## config.mk

```make
export PLATFORM = sky130hd
export DESIGN_NAME = eco_sweep_ctrl
export DESIGN_NICKNAME = d
export VERILOG_FILES = /design/src/rtl/eco_pkg.sv /design/src/rtl/eco_sweep_ctrl.sv
export SDC_FILE = /design/constraint.sdc
export NUM_CORES = 1
export LEC_CHECK = 0
export ABC_AREA = 1
export CELL_PAD_IN_SITES_DETAIL_PLACEMENT = 0
export CELL_PAD_IN_SITES_GLOBAL_PLACEMENT = 2
export CORE_MARGIN = 8
export CORE_UTILIZATION = 24
export CTS_CLUSTER_DIAMETER = 50
export DETAILED_ROUTE_END_ITERATION = 10
export GPL_ROUTABILITY_DRIVEN = 0
export PLACE_DENSITY = 0.75
export SLEW_MARGIN = 20
export SYNTH_ARGS = -nofsm -noshare
export SYNTH_HDL_FRONTEND = slang
export SYNTH_SLANG_ARGS = --single-unit
```

## constraint.sdc

```tcl
create_clock -name clk -period 1.6 [get_ports clk]
set_input_delay 0.16 -clock clk [delete_from_list [all_inputs] [get_ports clk]]
set_output_delay 0.16 -clock clk [all_outputs]
set_load 0.005 [all_outputs]
```

## src/rtl/eco_pkg.sv

```systemverilog
// Shared types and sizing helpers for the ECO equivalence-sweep harness blocks.
package eco_pkg;

  typedef enum logic [1:0] {
    S_IDLE    = 2'd0,
    S_SETTLE  = 2'd1,
    S_COMPARE = 2'd2,
    S_DONE    = 2'd3
  } state_t;

  localparam int DEF_W      = 4;
  localparam int DEF_SETTLE = 1;

  // Sweep vector holds both operands; the mismatch counter must reach 2^(2W).
  function automatic int vec_w(input int w);
    return 2 * w;
  endfunction

  function automatic int cnt_w(input int w);
    return 2 * w + 1;
  endfunction

endpackage

```

## src/rtl/eco_sweep_ctrl.sv

```systemverilog
// Exhaustive operand sweep comparing original vs ECO-patched datapath outputs,
// counting mismatches and capturing the first failing vector.
module eco_sweep_ctrl
  import eco_pkg::*;
#(
  parameter int W            = DEF_W,
  parameter int SETTLE       = DEF_SETTLE,
  parameter bit STOP_ON_FAIL = 1'b0
) (
  input  logic                  clk,
  input  logic                  rst,
  input  logic                  start,
  input  logic                  abort,
  output logic [W-1:0]          dut_a,
  output logic [W-1:0]          dut_b,
  input  logic [W-1:0]          ref_y,
  input  logic [W-1:0]          eco_y,
  output logic                  busy,
  output logic                  done,
  output logic                  pass,
  output logic                  aborted,
  output logic [cnt_w(W)-1:0]   mismatch_cnt,
  output logic [W-1:0]          fail_a,
  output logic [W-1:0]          fail_b,
  output logic [W-1:0]          fail_ref_y,
  output logic [W-1:0]          fail_eco_y
);

  localparam int VW   = vec_w(W);
  localparam int CW   = cnt_w(W);
  localparam int SC_W = (SETTLE > 1) ? $clog2(SETTLE) : 1;

  state_t          state;
  logic [VW-1:0]   vec;
  logic [SC_W-1:0] sc;
  logic            miss;
  logic [CW-1:0]   cnt_nxt;

  always_comb begin
    miss    = (ref_y != eco_y);
    cnt_nxt = mismatch_cnt + CW'(miss);
  end

  assign dut_a = vec[VW-1:W];
  assign dut_b = vec[W-1:0];

  always_ff @(posedge clk) begin
    if (rst) begin
      state        <= S_IDLE;
      vec          <= '0;
      sc           <= '0;
      busy         <= 1'b0;
      done         <= 1'b0;
      pass         <= 1'b0;
      aborted      <= 1'b0;
      mismatch_cnt <= '0;
      fail_a       <= '0;
      fail_b       <= '0;
      fail_ref_y   <= '0;
      fail_eco_y   <= '0;
    end else begin
      case (state)
        S_IDLE: begin
          done <= 1'b0;
          if (start) begin
            state        <= S_SETTLE;
            vec          <= '0;
            sc           <= '0;
            busy         <= 1'b1;
            pass         <= 1'b0;
            aborted      <= 1'b0;
            mismatch_cnt <= '0;
            fail_a       <= '0;
            fail_b       <= '0;
            fail_ref_y   <= '0;
            fail_eco_y   <= '0;
          end
        end
        S_SETTLE: begin
          if (abort) begin
            state   <= S_DONE;
            busy    <= 1'b0;
            done    <= 1'b1;
            aborted <= 1'b1;
            pass    <= 1'b0;
          end else if (sc == SC_W'(SETTLE - 1)) begin
            state <= S_COMPARE;
          end else begin
            sc <= sc + 1'b1;
          end
        end
        S_COMPARE: begin
          // Abort wins: this cycle's comparison is dropped entirely.
          if (abort) begin
            state   <= S_DONE;
            busy    <= 1'b0;
            done    <= 1'b1;
            aborted <= 1'b1;
            pass    <= 1'b0;
          end else begin
            mismatch_cnt <= cnt_nxt;
            if (miss && mismatch_cnt == '0) begin
              fail_a     <= vec[VW-1:W];
              fail_b     <= vec[W-1:0];
              fail_ref_y <= ref_y;
              fail_eco_y <= eco_y;
            end
            if ((miss && STOP_ON_FAIL) || (vec == '1)) begin
              state <= S_DONE;
              busy  <= 1'b0;
              done  <= 1'b1;
              pass  <= (cnt_nxt == '0);
            end else begin
              state <= S_SETTLE;
              vec   <= vec + 1'b1;
              sc    <= '0;
            end
          end
        end
        S_DONE: begin
          done  <= 1'b0;
          state <= S_IDLE;
        end
        default: state <= S_IDLE;
      endcase
    end
  end

endmodule
```

==> reports/results.ini <==
[cells_and_area]
fin_area_um2 = 3450
fin_nets = 454
antenna_cells = 0
area_growth_pct = 57.9
drive_gt1_frac = 0.268

[worst_setup_path]
arrival_ps = 1810
path_class = reg -> reg
ff2ff_setup_slack_ps = 20
critPathMaxFanout = 9
regToRegStartpoint = state[1]
crit_slowest_cell = dfxtp_2
cp_slowest_stage_delay_ps = 340
crit_start = state[1]
r2r_end = mismatch_cnt[6]
start_kind = flip-flop
cpMostUsedCell = inv_2
critPathRequiredTime_ps = 1830
cp-end-kind = flip-flop
path_cells = inv_2 -> ha_4 -> inv_2 -> or2_4 -> nand2_4 -> a21oi_4 -> buf_6 -> clkbuf_16 -> inv_8 -> nand2_1 -> a21oi_2
reg2reg_depth = 11

[sta]
relSlewSlack = 0.651
fin_skew_ps = 5.27
setup_viol_count_final = 0
final_hold_viol_count = 0
max_slew.worst_pin.slew_ps = 524
rsz0062_at_grt = yes
tns_ps = 0
min_period_over_period = 0.985
fmax_mhz = 635
hold-worst-slack_ps = 224
finalWorstPathRequiredPeriod_ps = 1580
setup_slack_ps = 24.5
drv_slew = 0

[clock_tree]
cts.htree.levels = 2
insertion_delay_ps = 290
cts-buffers-inserted = 5
cts_tree = built
cts.sinks = 39
clockRootBuffer = clkbuf_8
cts.clk_slew.worst_paths_ps = 80
clockBufferDepth = 2
hold_buffers = 0

[synth]
avgSynthCellArea_um2 = 6.36
ys_types = 25
syn_area_um2 = 2190
ys_warn_count = 0
synth-seq-cells = 39
syn_nets = 363
synth-seq-area-share = 0.357
synthCells = 344

[place]
dp_hpwl_mm = 4.87
place_ws_ps = -705
place_area_um2 = 3040
io_buffers = 48

[floorplan]
start_util = 0.242
die_area_um2 = 12400
die_x_um = 111
rows = 35
core_area_um2 = 9020
io_pins = 49
die_y_um = 111

[pwr]
p_total_mw = 4.04
p_leak_nw = 1.48
ir_drop_v = 0.000368
p_switching_mw = 1.44
p_comb_frac = 0.502
internal_power_mw = 2.60
switching_share = 0.356
powerDensity_nw_per_um2 = 1170
p_seq_frac = 0.309
power_frac_clock = 0.189

[route]
via_per_inst = 4.39
vias = 2399
finalWirelength_mm = 7.22
drc = 0
routedWlPerCell_um = 13.2
antenna_left = 0
dr.pass1.iters = 4
first_iter_violations = 90

[job]
maxCapViolations = 0

[min_path]
hold_start = ref_y[1]
hp-class = in -> reg
min_path_cells = 5
min_to = fail_ref_y[1]

[global_routing]
grt_pass1_vias = 2273
grt_max_degree = 31
antenna_found_initial = 0
gr-total-overflow = 0
grt_pass1_wl_mm = 11.0
grt_use_total = 0.104

[run_status]
run_status = complete, no violations

-- stage by stage --
| stage | std cells | util |
|---|---|---|
| floorplan | 344 | - |
| global placement | 527 | 0.336 |
| detailed placement | 527 | 0.336 |
| CTS | 535 | 0.350 |
| global route | 547 | 0.383 |
| finish | 547 | 0.383 |
-- metal layers --
| metal | track usage | share of wire | vias to the layer above |
|---|---|---|---|
| met1 | 0.130 | 0.47 | 1085 |
| met4 | 0.0347 | 0.012 | 0 |
| met3 | 0.0220 | 0.029 | 6 |
| met5 | 0 | 0 | - |
| li1 | - | - | 1279 |
| met2 | 0.173 | 0.49 | 29 |
-- how the worst max path moves through the flow --
stage                                  to  cells past startpoint
after CTS                          vec[3]                     12
after detailed placement             pass                     15
after floorplan                    vec[7]                     12
after global placement               pass                     15
after global routing      mismatch_cnt[8]                     11
final                     mismatch_cnt[6]                     11
-- state kept, by name, summed over array words and instances (netlist names) --
signal,flops
fail_ref_y,4
done,1
fail_eco_y,4
state,2
fail_a,4
vec,8
busy,1
aborted,1
mismatch_cnt,9
pass,1
fail_b,4
-- cells in the mapped netlist --
| master | count | share of area |
|---|---|---|
| a31oi_1 | 1 | 0.0029 |
| nand4_1 | 4 | 0.011 |
| dfxtp_1 | 39 | 0.36 |
| nand3b_1 | 1 | 0.0034 |
| a31o_2 | 1 | 0.0040 |
| nor2_1 | 45 | 0.077 |
| inv_2 | 1 | 0.0017 |
| buf_4 | 2 | 0.0069 |
| nand2_4 | 2 | 0.010 |
| clkbuf_1 | 3 | 0.0051 |
| ha_1 | 7 | 0.040 |
| inv_4 | 2 | 0.0057 |
| a211oi_1 | 1 | 0.0034 |
| nand2_1 | 112 | 0.19 |
| a21oi_1 | 38 | 0.087 |
| buf_6 | 2 | 0.010 |
| nand3_1 | 33 | 0.076 |
| xor2_1 | 3 | 0.012 |
| or2_1 | 1 | 0.0029 |
| buf_1 | 1 | 0.0017 |
| o21ai_0 | 4 | 0.0092 |
| buf_2 | 5 | 0.011 |
| nor3_1 | 2 | 0.0046 |
| a21oi_4 | 1 | 0.0074 |
| inv_1 | 33 | 0.057 |
-- cell usage in the layout, fill, tap and decap left out, types with 3 or more instances in the layout --
| cell type | n |
|---|---|
| nor2_2 | 5 |
| nand3_2 | 6 |
| clkbuf_16 | 3 |
| a21oi_1 | 21 |
| clkbuf_2 | 3 |
| nand2_2 | 4 |
| xor2_1 | 3 |
| ha_4 | 3 |
| inv_2 | 6 |
| nand2_1 | 108 |
| ha_1 | 3 |
| dfxtp_2 | 3 |
| nand4_1 | 4 |
| nand3_1 | 27 |
| clkdlybuf4s50_1 | 40 |
| buf_4 | 40 |
| o21ai_0 | 3 |
| inv_1 | 28 |
| dfxtp_1 | 36 |
| clkbuf_8 | 7 |
| clkdlybuf4s15_2 | 3 |
| nand2_4 | 3 |
| a21oi_2 | 16 |
| buf_6 | 3 |
| nor2_1 | 39 |
-- power groups by stage --
stage | combinational [mW] | clock, mW | sequential [mW]
floorplan | 0.852 | 0 | 1.26
global placement | 1.56 | 0 | 1.25
detailed placement | 1.55 | 0 | 1.25
CTS | 1.56 | 0.790 | 1.23
global route | 2.22 | 0.839 | 1.27
finish | 2.03 | 0.761 | 1.25
-- critical path, delay by kind of cell, from the launching register on --
kind	cells	cell delay (ps)
buffers and inverters	5	500
AO/OA/AOI/OAI	2	160
flip-flops	1	340
adder cells (fa/ha/maj)	1	140
AND/OR/NAND/NOR	3	370
-- logic make-up after synthesis --
group	synth area share
adder cells (fa/ha/maj)	0.0400
AO/OA/AOI/OAI	0.114
AND/OR/NAND/NOR	0.378
flip-flops	0.357
XOR/XNOR	0.0120
buffers and inverters	0.0995
-- timing repair --
item / in CTS / in global routing
setup buffers: 0 / 7
resized for setup: 28 / 53
pin swaps: 9 / 13
endpoints found under the setup margin: 10 / 35
gates cloned: 0 / 5
-- layout make-up --
class / count / area, um^2
Multi-Input combinational cell: 257 / 1370
Inverter: 36 / 148
Sequential cell: 39 / 785
Clock buffer: 8 / 100
Tap cell: 111 / 139
Timing Repair Buffer: 96 / 908
Fill cell: 977 / 5570
Note: power is estimated with default switching activity, not from simulation.
